[config.mk]
export PLATFORM = sky130hd
export DESIGN_NAME = regfile_wb_arbiter_flat
export DESIGN_NICKNAME = d
export VERILOG_FILES = /design/src/rtl/regfile_wb_arbiter_pkg.sv /design/src/rtl/regfile_wb_arbiter_if.sv /design/src/rtl/regfile_wb_arbiter_rr_arbiter2.sv /design/src/rtl/regfile_wb_arbiter.sv /design/src/flat_wrapper.sv
export SDC_FILE = /design/constraint.sdc
export NUM_CORES = 1
export LEC_CHECK = 0
export CORE_MARGIN = 2
export CORE_UTILIZATION = 42
export CTS_BUF_LIST = sky130_fd_sc_hd__clkbuf_16
export DETAILED_ROUTE_END_ITERATION = 7
export PLACE_DENSITY = 0.93
export SLEW_MARGIN = 15
export SYNTH_ARGS = -nofsm -noshare
export SYNTH_HDL_FRONTEND = slang
export SYNTH_SLANG_ARGS = --single-unit
[constraint.sdc]
create_clock -name Clk_i -period 6 [get_ports Clk_i]
set_input_delay 1.8 -clock Clk_i [delete_from_list [all_inputs] [get_ports Clk_i]]
set_output_delay 1.8 -clock Clk_i [all_outputs]
set_load 0.02 [all_outputs]
[src/rtl/regfile_wb_arbiter_pkg.sv]
// Shared types and default widths for the register-file writeback arbiter.
package regfile_wb_arbiter_pkg;

   localparam int unsigned REG_WIDTH      = 32;
   localparam int unsigned REG_ADDR_WIDTH = 5;
   localparam int unsigned CNT_WIDTH_DEF  = 16;

   typedef logic [1:0] gnt_t;

   localparam gnt_t GNT_NONE = 2'b00;
   localparam gnt_t GNT_A    = 2'b01;
   localparam gnt_t GNT_B    = 2'b10;

endpackage

[src/rtl/regfile_wb_arbiter_if.sv]
// One writeback requester channel: valid/index/data toward the arbiter, ready back.
interface regfile_wb_arbiter_if #(
   parameter int unsigned REG_WIDTH      = regfile_wb_arbiter_pkg::REG_WIDTH,
   parameter int unsigned REG_ADDR_WIDTH = regfile_wb_arbiter_pkg::REG_ADDR_WIDTH
);

   logic                      Valid;
   logic [REG_ADDR_WIDTH-1:0] Rd;
   logic [REG_WIDTH-1:0]      Data;
   logic                      Ready;

   modport master (output Valid, Rd, Data, input Ready);
   modport slave  (input Valid, Rd, Data, output Ready);

endinterface

[src/rtl/regfile_wb_arbiter_rr_arbiter2.sv]
// Two-input round-robin arbiter; the last winner loses the next conflict.
module rr_arbiter2
   import regfile_wb_arbiter_pkg::*;
(
   input  logic Clk_i,
   input  logic Rst_i,
   input  logic a_valid,
   input  logic b_valid,
   output gnt_t gnt_c
);

   gnt_t last_grant;

   // Grant is held off entirely while reset is high so nothing is accepted.
   always_comb begin
      gnt_c = GNT_NONE;
      if (!Rst_i) begin
         if (a_valid && b_valid) begin
            gnt_c = (last_grant == GNT_B) ? GNT_A : GNT_B;
         end else if (a_valid) begin
            gnt_c = GNT_A;
         end else if (b_valid) begin
            gnt_c = GNT_B;
         end
      end
   end

   always_ff @(posedge Clk_i) begin
      if (Rst_i) begin
         last_grant <= GNT_B;
      end else if (gnt_c != GNT_NONE) begin
         last_grant <= gnt_c;
      end
   end

endmodule

[src/rtl/regfile_wb_arbiter.sv]
// Shares the register-file write port between two writeback requesters,
// with a one-cycle write stage, read bypass flags and a conflict counter.
module regfile_wb_arbiter #(
   parameter int unsigned REG_WIDTH      = regfile_wb_arbiter_pkg::REG_WIDTH,
   parameter int unsigned REG_ADDR_WIDTH = regfile_wb_arbiter_pkg::REG_ADDR_WIDTH,
   parameter bit          R0_IS_ZERO     = 1'b1,
   parameter int unsigned CNT_WIDTH      = regfile_wb_arbiter_pkg::CNT_WIDTH_DEF
) (
   input  logic                      Clk_i,
   input  logic                      Rst_i,
   regfile_wb_arbiter_if.slave       A,
   regfile_wb_arbiter_if.slave       B,
   output logic                      Wb_We_o,
   output logic [REG_ADDR_WIDTH-1:0] Wb_Rd_o,
   output logic [REG_WIDTH-1:0]      Wb_Data_o,
   input  logic [REG_ADDR_WIDTH-1:0] Ra_Sel_i,
   input  logic [REG_ADDR_WIDTH-1:0] Rb_Sel_i,
   output logic                      Ra_Fwd_o,
   output logic                      Rb_Fwd_o,
   output logic [CNT_WIDTH-1:0]      Conflict_Cnt_o
);

   regfile_wb_arbiter_pkg::gnt_t gnt_c;
   logic                         accept_c;
   logic                         issue_c;
   logic [REG_ADDR_WIDTH-1:0]    win_rd_c;
   logic [REG_WIDTH-1:0]         win_data_c;

   rr_arbiter2 u_arb (
      .Clk_i   (Clk_i),
      .Rst_i   (Rst_i),
      .a_valid (A.Valid),
      .b_valid (B.Valid),
      .gnt_c   (gnt_c)
   );

   assign A.Ready = (gnt_c == regfile_wb_arbiter_pkg::GNT_A);
   assign B.Ready = (gnt_c == regfile_wb_arbiter_pkg::GNT_B);

   // Winner payload mux; a grant always implies the winner is valid.
   always_comb begin
      win_rd_c   = '0;
      win_data_c = '0;
      accept_c   = 1'b0;
      case (gnt_c)
         regfile_wb_arbiter_pkg::GNT_A: begin
            win_rd_c   = A.Rd;
            win_data_c = A.Data;
            accept_c   = 1'b1;
         end
         regfile_wb_arbiter_pkg::GNT_B: begin
            win_rd_c   = B.Rd;
            win_data_c = B.Data;
            accept_c   = 1'b1;
         end
         default: ;
      endcase
   end

   // Writes to r0 are acknowledged but never reach the register file.
   assign issue_c = accept_c && !(R0_IS_ZERO && (win_rd_c == '0));

   always_ff @(posedge Clk_i) begin
      if (Rst_i) begin
         Wb_We_o   <= 1'b0;
         Wb_Rd_o   <= '0;
         Wb_Data_o <= '0;
      end else if (accept_c) begin
         Wb_We_o   <= issue_c;
         Wb_Rd_o   <= win_rd_c;
         Wb_Data_o <= win_data_c;
      end else begin
         Wb_We_o   <= 1'b0;
      end
   end

   assign Ra_Fwd_o = Wb_We_o && (Wb_Rd_o == Ra_Sel_i) && !(R0_IS_ZERO && (Ra_Sel_i == '0));
   assign Rb_Fwd_o = Wb_We_o && (Wb_Rd_o == Rb_Sel_i) && !(R0_IS_ZERO && (Rb_Sel_i == '0));

   // Saturating count of cycles where both requesters competed.
   always_ff @(posedge Clk_i) begin
      if (Rst_i) begin
         Conflict_Cnt_o <= '0;
      end else if (A.Valid && B.Valid && (Conflict_Cnt_o != '1)) begin
         Conflict_Cnt_o <= Conflict_Cnt_o + CNT_WIDTH'(1);
      end
   end

endmodule

[src/flat_wrapper.sv]
// flat-port wrapper written by rule: the top's interface ports become plain ports
module regfile_wb_arbiter_flat 
#(
   parameter int unsigned REG_WIDTH      = regfile_wb_arbiter_pkg::REG_WIDTH,
   parameter int unsigned REG_ADDR_WIDTH = regfile_wb_arbiter_pkg::REG_ADDR_WIDTH,
   parameter bit          R0_IS_ZERO     = 1'b1,
   parameter int unsigned CNT_WIDTH      = regfile_wb_arbiter_pkg::CNT_WIDTH_DEF
)
  (Clk_i, Rst_i, Wb_We_o, Wb_Rd_o, Wb_Data_o, Ra_Sel_i, Rb_Sel_i, Ra_Fwd_o, Rb_Fwd_o, Conflict_Cnt_o, A_Valid, A_Rd, A_Data, A_Ready, B_Valid, B_Rd, B_Data, B_Ready);
  regfile_wb_arbiter_if #(.REG_WIDTH(REG_WIDTH), .REG_ADDR_WIDTH(REG_ADDR_WIDTH)) A_i ();
  regfile_wb_arbiter_if #(.REG_WIDTH(REG_WIDTH), .REG_ADDR_WIDTH(REG_ADDR_WIDTH)) B_i ();
  input  logic Clk_i;
  input  logic Rst_i;
  output logic Wb_We_o;
  output logic [REG_ADDR_WIDTH-1:0] Wb_Rd_o;
  output logic [REG_WIDTH-1:0] Wb_Data_o;
  input  logic [REG_ADDR_WIDTH-1:0] Ra_Sel_i;
  input  logic [REG_ADDR_WIDTH-1:0] Rb_Sel_i;
  output logic Ra_Fwd_o;
  output logic Rb_Fwd_o;
  output logic [CNT_WIDTH-1:0] Conflict_Cnt_o;
  input wire logic [$bits(A_i.Valid)-1:0] A_Valid;
  input wire logic [$bits(A_i.Rd)-1:0] A_Rd;
  input wire logic [$bits(A_i.Data)-1:0] A_Data;
  output wire logic [$bits(A_i.Ready)-1:0] A_Ready;
  input wire logic [$bits(B_i.Valid)-1:0] B_Valid;
  input wire logic [$bits(B_i.Rd)-1:0] B_Rd;
  input wire logic [$bits(B_i.Data)-1:0] B_Data;
  output wire logic [$bits(B_i.Ready)-1:0] B_Ready;
  assign A_i.Valid = A_Valid;
  assign A_i.Rd = A_Rd;
  assign A_i.Data = A_Data;
  assign A_Ready = A_i.Ready;
  assign B_i.Valid = B_Valid;
  assign B_i.Rd = B_Rd;
  assign B_i.Data = B_Data;
  assign B_Ready = B_i.Ready;
  regfile_wb_arbiter #(.REG_WIDTH(REG_WIDTH), .REG_ADDR_WIDTH(REG_ADDR_WIDTH), .R0_IS_ZERO(R0_IS_ZERO), .CNT_WIDTH(CNT_WIDTH)) u_core (.Clk_i(Clk_i), .Rst_i(Rst_i), .A(A_i), .B(B_i), .Wb_We_o(Wb_We_o), .Wb_Rd_o(Wb_Rd_o), .Wb_Data_o(Wb_Data_o), .Ra_Sel_i(Ra_Sel_i), .Rb_Sel_i(Rb_Sel_i), .Ra_Fwd_o(Ra_Fwd_o), .Rb_Fwd_o(Rb_Fwd_o), .Conflict_Cnt_o(Conflict_Cnt_o));
endmodule
Word level (Yosys, flattened, before mapping). Index checks and enable logic that the tools add are counted.

Output and inout port bits: 58. Register bits after elaboration: 56.

Reduce and logical (&&, ||, !) cells: 16. Mux-type cells: 8. Eq/ne operators: 6. Bitwise operators: 1. Add/sub/neg operators: 1.

Operators with widths (number): 32-bit case mux with 2 select lines (1); 16-bit by 1-bit adder with 16-bit output, second input constant (1); 16-bit != test, second input constant (1); 5-bit logical NOT (3); 5-bit == test (2); 2-bit 2-to-1 mux (5); 5-bit case mux with 2 select lines (1); 1-bit logical AND (7); 2-bit == test, second input constant (2); 2-bit OR reduction (2); 1-bit logical NOT (3); 2-bit by 1-bit == test with 1-bit output, second input constant (1); 2-bit nonzero test (1); 1-bit 2-to-1 mux (1); 1-bit inverter (1).

Logic depth before layout (Yosys ltp).
Depth in word-level cells: 9. Mapped depth: 9.

Modules after synthesis. Synthesis repeated with hierarchy kept, for this count alone.

Cells, all modules: 340. Area total of the unflattened synthesis: 2711.4 sq um.

By module, submodules not included: regfile_wb_arbiter (cells each 330, times used 1, area each 2611.3 sq um, seq. area each 1081.0 sq um); rr_arbiter2 (cells each 10, times used 1, area each 100.1 sq um, seq. area each 40.0 sq um).

Least setup slack after synthesis. Ideal clock, no wire load.

Path type: in2out. From: input Rst_i. To: output A_Ready. Slack: 1587 ps. Data required time: 4200 ps. Buffers on the path: 1. Arrival: 2613 ps. Stages on the path: 5. Cell sequence: clkbuf_1 > inv_1 > nand2_1 > inv_1 > ha_1.

Word-level cells in the longest chain between the ends: 2.

RTL lines: start: declaration (RTL line flat_wrapper.sv:13) `input logic Rst_i;`; 2-bit 2-to-1 mux (RTL line regfile_wb_arbiter_rr_arbiter2.sv:17) `if (!Rst_i) begin`; named net u_core.gnt_c[0] (RTL line regfile_wb_arbiter.sv:23) `regfile_wb_arbiter_pkg::gnt_t gnt_c;`; 2-bit by 1-bit == test with 1-bit output (RTL line regfile_wb_arbiter.sv:37) `assign A.Ready = (gnt_c == regfile_wb_arbiter_pkg::GNT_A);`; end: declaration (RTL line flat_wrapper.sv:25) `output wire logic [$bits(A_i.Ready)-1:0] A_Ready;`.

The timed path passes the listed nets, and every way through them passes these cells.

Final worst setup path.
From: input A_Valid. To: output A_Ready.

Word-level cells in the longest chain between the ends: 4. Elaborated cells between the ends (all ways): 5.

RTL lines: start: declaration (RTL line flat_wrapper.sv:22) `input wire logic [$bits(A_i.Valid)-1:0] A_Valid;`; 2-bit 2-to-1 mux / 1-bit logical AND (equally long branches) (RTL line regfile_wb_arbiter_rr_arbiter2.sv:20, regfile_wb_arbiter_rr_arbiter2.sv:18); 2-bit 2-to-1 mux (*) (RTL line regfile_wb_arbiter_rr_arbiter2.sv:18) `if (a_valid && b_valid) begin`; 2-bit 2-to-1 mux (*) (RTL line regfile_wb_arbiter_rr_arbiter2.sv:17); named net u_core.gnt_c[0] (RTL line regfile_wb_arbiter.sv:23); 2-bit by 1-bit == test with 1-bit output (*) (RTL line regfile_wb_arbiter.sv:37).

The timed path passes the listed nets; every way through them passes the cells marked *.

==> summary.md <==
| Metric | Value |
|---|---|
| Port Buf Inserts | 145 |
| Switching power | 0.287 mW |
| CP Capture Type | primary output |
| Gate Count Post-Synth | 312 |
| Critical Path Start Type | input port |
| Syn nets | 404 |
| Worst r2r path cells | 7 |
| Clock power share | 0.319 |
| Final period util | 0.924 |
| Crit-path leading delay family | buffers and inverters |
| DRT iter0 DRCs | 119 |
| Via density | 5.67 |
| Max cap viols | 0 |
| Worst min path class | reg -> reg |
| CP Class | in -> out |
| R2R Path End | u_core.Wb_Data_o[28] |
| CTS resizes | 0 |
| Clock Pin Slew Worst Setup and Hold Paths | 70 ps |
| Setup_tns | 0 ps |
| Worst-skew pair later-pin latency | 290 ps |
| Crit path time final | 5540 ps |
| Seq pwr share | 0.413 |
| Routability cong. | 0.840 |
| Slowest CP cell | clkdlybuf4s50_1 |
| Cell Area, Synth | 2720 µm² |
| Drt drc | 0 |
| # hold bufs at CTS | 0 |
| CORE AREA | 6310 µm² |
| Worst setup startpoint | A_Valid |
| Crit Reg-Reg Startpoint | u_core.u_arb.last_grant[0] |
| CTS tree | done |
| Detailed-route wire length per cell | 16.0 µm |
| Fraction of registers with async set or reset after synthesis | 0 |
| Worst path most repeated cell | clkdlybuf4s50_1 |
| Total GRT Usage | 0.224 |
| Comb pwr share | 0.267 |
| Initial Util | 0.430 |
| Number of nets with antenna violations after routing | 0 |
| Finish-stage setup viols | 0 |
| Die width | 84.4 µm |
| Drt pass-1 iters | 4 |
| Global-route wire length before repair | 13,100 µm |
| Crit-path max FO | 8 |
| Post-synth cell types | 42 |
| Layout area overhead | 60.8% |
| Critical path required time | 4200 ps |
| Sequential share of the synthesized area | 0.413 |
| Area post-placement | 4190 µm² |
| # IOs | 146 |
| Outcome | completed |
| CTS root buf | clkbuf_16 |
| Detailed Route WL | 8350 µm |
| Fmax | 180 MHz |
| Die ar. | 7120 µm² |
| Vias in the first global route | 2,758 |
| Post-synth top area cell | dfxtp_1 |
| Synth warn | 0 |
| Final hold vios | 0 |
| Switch share | 0.278 |
| Least-Margin Pin Slew | 570 ps |
| CP cell instances | clkdlybuf4s50_1 > a21boi_0 > nand2_1 > inv_1 > ha_1 > clkdlybuf4s50_1 |
| Worst stage delay on the critical path | 640 ps |
| Gr ovfl total | 0 |
| Fin nets | 536 |
| Critical path data arrival time | 3740 ps |
| Leak | 1.53 nW |
| Detailed Place HPWL | 6480 µm |
| Antenna diode count | 0 |
| Share of cells above drive strength 1 | 0.0449 |
| VDD IR-drop max | 0.164 mV |
| Number of synthesized flops with an enable pin | 0 |
| Most frequent cell after synthesis | dfxtp_1 |
| Largest net degree at the start of global routing | 58 |
| Unrepaired setup endpoints after global routing | false |
| Synth Flop Type | dfxtp_1 |
| Relative max-transition margin | 0.620 |
| Post-route cell area | 4370 µm² |
| CTS buffer count | 5 |
| CTS H-tree depth | 2 |
| CP bufs+invs | 3 |
| Max Slew Vio Count | 0 |
| Worst setup path endpoint | A_Ready |
| Worst path depth | 6 |
| Initial antenna violation count | 0 |
| Most frequent cells after synthesis | dfxtp_1 (56), nor2_1 (46), a211oi_1 (37), a22oi_1 (37), clkbuf_1 (15) |
| Setup Skew | 6.31 ps |
| R2r setup slk | 3640 ps |
| Post-CTS Setup Bufs | 0 |
| Synth area leaders | dfxtp_1 (41%), a211oi_1 (10%), a22oi_1 (10%) |
| CTS Sinks | 56 |
| Clock Path Buffers | 2 |
| Synth top area share | 0.413 |
| #FFs+latches synth | 56 |
| Num rows | 29 |
| Die Span Y | 84.4 µm |
| Internal Power | 0.745 mW |
| Mapped Avg Cell Area | 8.70 µm² |
| Power Dens Cells | 236 nW/µm² |
| DR vias | 2,958 |
## state kept, by name (all words and copies together), names as in the netlist
register / flops
u_core.Wb_Rd_o: 5
u_core.u_arb.last_grant: 2
u_core.Conflict_Cnt_o: 16
u_core.Wb_Data_o: 32
u_core.Wb_We_o: 1
## stage by stage
step / power [mW] / worst slack, ps / hold slack (ps) / instances / utilization
detailed placement: 0.711 / 462 / 479 / 514 / 0.664
global placement: 0.703 / 605 / 472 / 514 / 0.664
global route: 1.08 / 363 / 496 / 522 / 0.691
CTS: 1.04 / 457 / 489 / 522 / 0.691
floorplan: 0.564 / 1590 / 464 / 312 / -
finish: 1.03 / 458 / 485 / 522 / 0.691
## cell usage in the layout, fill, tap and decap left out, drive strengths merged, types with 2 or more instances in the layout
cell,count
a211oi,37
a21oi,11
a22oi,37
a31oi,3
and2,2
and4,6
buf,6
clkbuf,5
clkdlybuf4s50,144
dfxtp,56
ha,4
inv,4
mux2,3
mux2i,3
nand2,13
nand3,10
nand4,7
nor2,46
nor2b,3
nor3,6
nor4,3
o21ai,3
o31ai,6
or3,3
or4,4
xnor2,2
xor2,6
## worst min-delay path by stage
stage,startpoint,end,slack (ps),cells past startpoint
floorplan,u_core.u_arb.last_grant[1],u_core.u_arb.last_grant[1],460,2
global placement,u_core.Wb_Data_o[22],u_core.Wb_Data_o[22],470,2
detailed placement,u_core.Wb_Data_o[20],u_core.Wb_Data_o[20],480,2
CTS,u_core.Wb_Data_o[31],u_core.Wb_Data_o[31],490,2
global route,u_core.Wb_Data_o[8],u_core.Wb_Data_o[8],500,2
finish,u_core.Wb_Data_o[30],u_core.Wb_Data_o[30],490,2
## power by group through the flow
stage               sequential, mW  clock, mW  combinational (mW)
floorplan                    0.466          0              0.0974
global placement             0.432          0               0.271
detailed placement           0.434          0               0.277
CTS                          0.426      0.334               0.277
global route                 0.430      0.349               0.297
finish                       0.426      0.329               0.276
## tightest hold or removal path: cells and delay by family (launching register included)
kind | cells | cell delay (ps)
compound gates | 1 | 50
flops | 1 | 310
simple gates | 1 | 80
## cell type report
type	instances	area (µm²)
timing repair buffer	150	1480
fill	488	1950
clock inverter	3	46.3
clock buffer	5	125
sequential	56	1120
tap	77	96.3
inverter	3	11.3
multi-input combinational	228	1480
## routing by layer
metal,wire (µm),track usage
met5,0,0
met4,164,0.0707
met3,554,0.0393
met2,4320,0.409
met1,3310,0.267
## logic make-up after synthesis
| kind of cell | after synthesis | synth area share |
|---|---|---|
| and+or+nand+nor | 108 | 0.207 |
| AOI/OAI and AO/OA | 102 | 0.270 |
| DFF | 56 | 0.413 |
| buffers and inverters | 28 | 0.0424 |
| xor gates and xnor gates | 8 | 0.0258 |
| muxes | 6 | 0.0235 |
| adders and majority gates | 4 | 0.0184 |
Note: power is estimated with default switching activity, not from simulation.
==> patch (same flow settings) <==
`R0_IS_ZERO` is set to 1'b1 in 2 places; all go to 1'b0.
--- a/src/rtl/regfile_wb_arbiter.sv
+++ b/src/rtl/regfile_wb_arbiter.sv
@@ -5,3 +5,3 @@
    parameter int unsigned REG_ADDR_WIDTH = regfile_wb_arbiter_pkg::REG_ADDR_WIDTH,
-   parameter bit          R0_IS_ZERO     = 1'b1,
+   parameter bit          R0_IS_ZERO     = 1'b0,
    parameter int unsigned CNT_WIDTH      = regfile_wb_arbiter_pkg::CNT_WIDTH_DEF
--- a/src/flat_wrapper.sv
+++ b/src/flat_wrapper.sv
@@ -5,3 +5,3 @@
    parameter int unsigned REG_ADDR_WIDTH = regfile_wb_arbiter_pkg::REG_ADDR_WIDTH,
-   parameter bit          R0_IS_ZERO     = 1'b1,
+   parameter bit          R0_IS_ZERO     = 1'b0,
    parameter int unsigned CNT_WIDTH      = regfile_wb_arbiter_pkg::CNT_WIDTH_DEF
Formal check against the unedited RTL: not equivalent (a bounded check fails within 4 cycles, from zero or initial values and one cycle with Rst_i high).
==> patch against the original RTL <==
Hold slack about the same. Worst setup slack improved by 65 ps. Register-to-register slack lost 150 ps. Non-clock buffer count stayed put. Synthesized area fell by 1.1%. Sequential cell count unchanged. Sequential share of layout area up 0.40 points. First-iteration DRC count down 47%. Final area down 1.5%. Via count decreased by 3.9%. Power down 6.2%. Routed wire length decreased by 9.2%. Count of clock-buffer cells in the layout stayed put. Critical path type unchanged. Critical endpoint unchanged. Largest power group unchanged. Highest routed layer unchanged.
==> patch: results (changes against the original RTL) <==
| Metric | Value |
|---|---|
| Status | complete, no violations |
| Vias in the first global route | 2717 (-1.5%) |
| HPWL Detailed | 5.74 mm (-11%) |
| Non-clock buffer share of cell area | 34.5% (+0.52 points) |
| Register area share after synthesis | 41.7% (+0.44 points) |
| Layout cells sized above 1 | 5.75% (+1.3 points) |
| NumNets Final | 526 (-1.9%) |
| Largest stage delay, worst path | 610 ps (-30 ps) |
| Layout Skew | 5.84 ps (-0.475 ps) |
| Met2 wire length | 3.84 mm (-11%) |
| Placed Cells incl. Taps | 504 (-1.9%) |
| Comb_multi_in | 218 (-4.4%) |
| Compound-gate portion of the synthesized area | 26.5% (-0.50 points) |
| Slew HR | 36.6% (-25 points) |
| Post-synthesis adder-cell area fraction | 1.86% (+0.020 points) |
| R2R setup slack | 3490 ps (-150 ps) |
| VDD IR max | 0.142 mV (-14%) |
| Starting DRC count in detailed routing | 63 (-47%) |
| List of most frequent post-synthesis cells | dfxtp_1 (56), nor2_1 (42), a211oi_1 (37), a22oi_1 (37), clkbuf_1 (17) |
| FF+latch count | 56 (unchanged) |
| First-pass GRT wire length | 12.5 mm (-4.4%) |
| GPL Wtd Cong | 0.758 (-9.8%) |
| Multi-input gate area | 0.00145 sq mm (-2.3%) |
| Via-per-instance ratio | 5.55 (-2.0%) |
| Fraction of area in multi-input gates | 33.7% (-0.26 points) |
| Met3 WL post-DR | 561 um (+1.3%) |
-- patch: worst max-delay path, delay by kind of cell --
family	cells	cell delay [ps]
buffers and inverters	3	1250
AOI/OAI and AO/OA	1	280
adders and majority gates	1	180
and+or+nand+nor	1	170
-- patch: worst min-delay path by stage --
stage	start	endpoint	slack (ps)	depth (start not counted)
finish	u_core.Wb_Data_o[4]	u_core.Wb_Data_o[4]	490	2
global route	u_core.Wb_Data_o[5]	u_core.Wb_Data_o[5]	510	2
CTS	u_core.Wb_Data_o[3]	u_core.Wb_Data_o[3]	490	2
detailed placement	u_core.Wb_Data_o[3]	u_core.Wb_Data_o[3]	480	2
global placement	u_core.Wb_Data_o[10]	u_core.Wb_Data_o[10]	470	2
floorplan	u_core.u_arb.last_grant[1]	u_core.u_arb.last_grant[1]	460	2
-- patch: report_power, final --
part / switching (mW) / internal (mW)
sequential: 0.0203 / 0.403
clock: 0.125 / 0.152
combinational: 0.126 / 0.142
total: 0.271 / 0.696
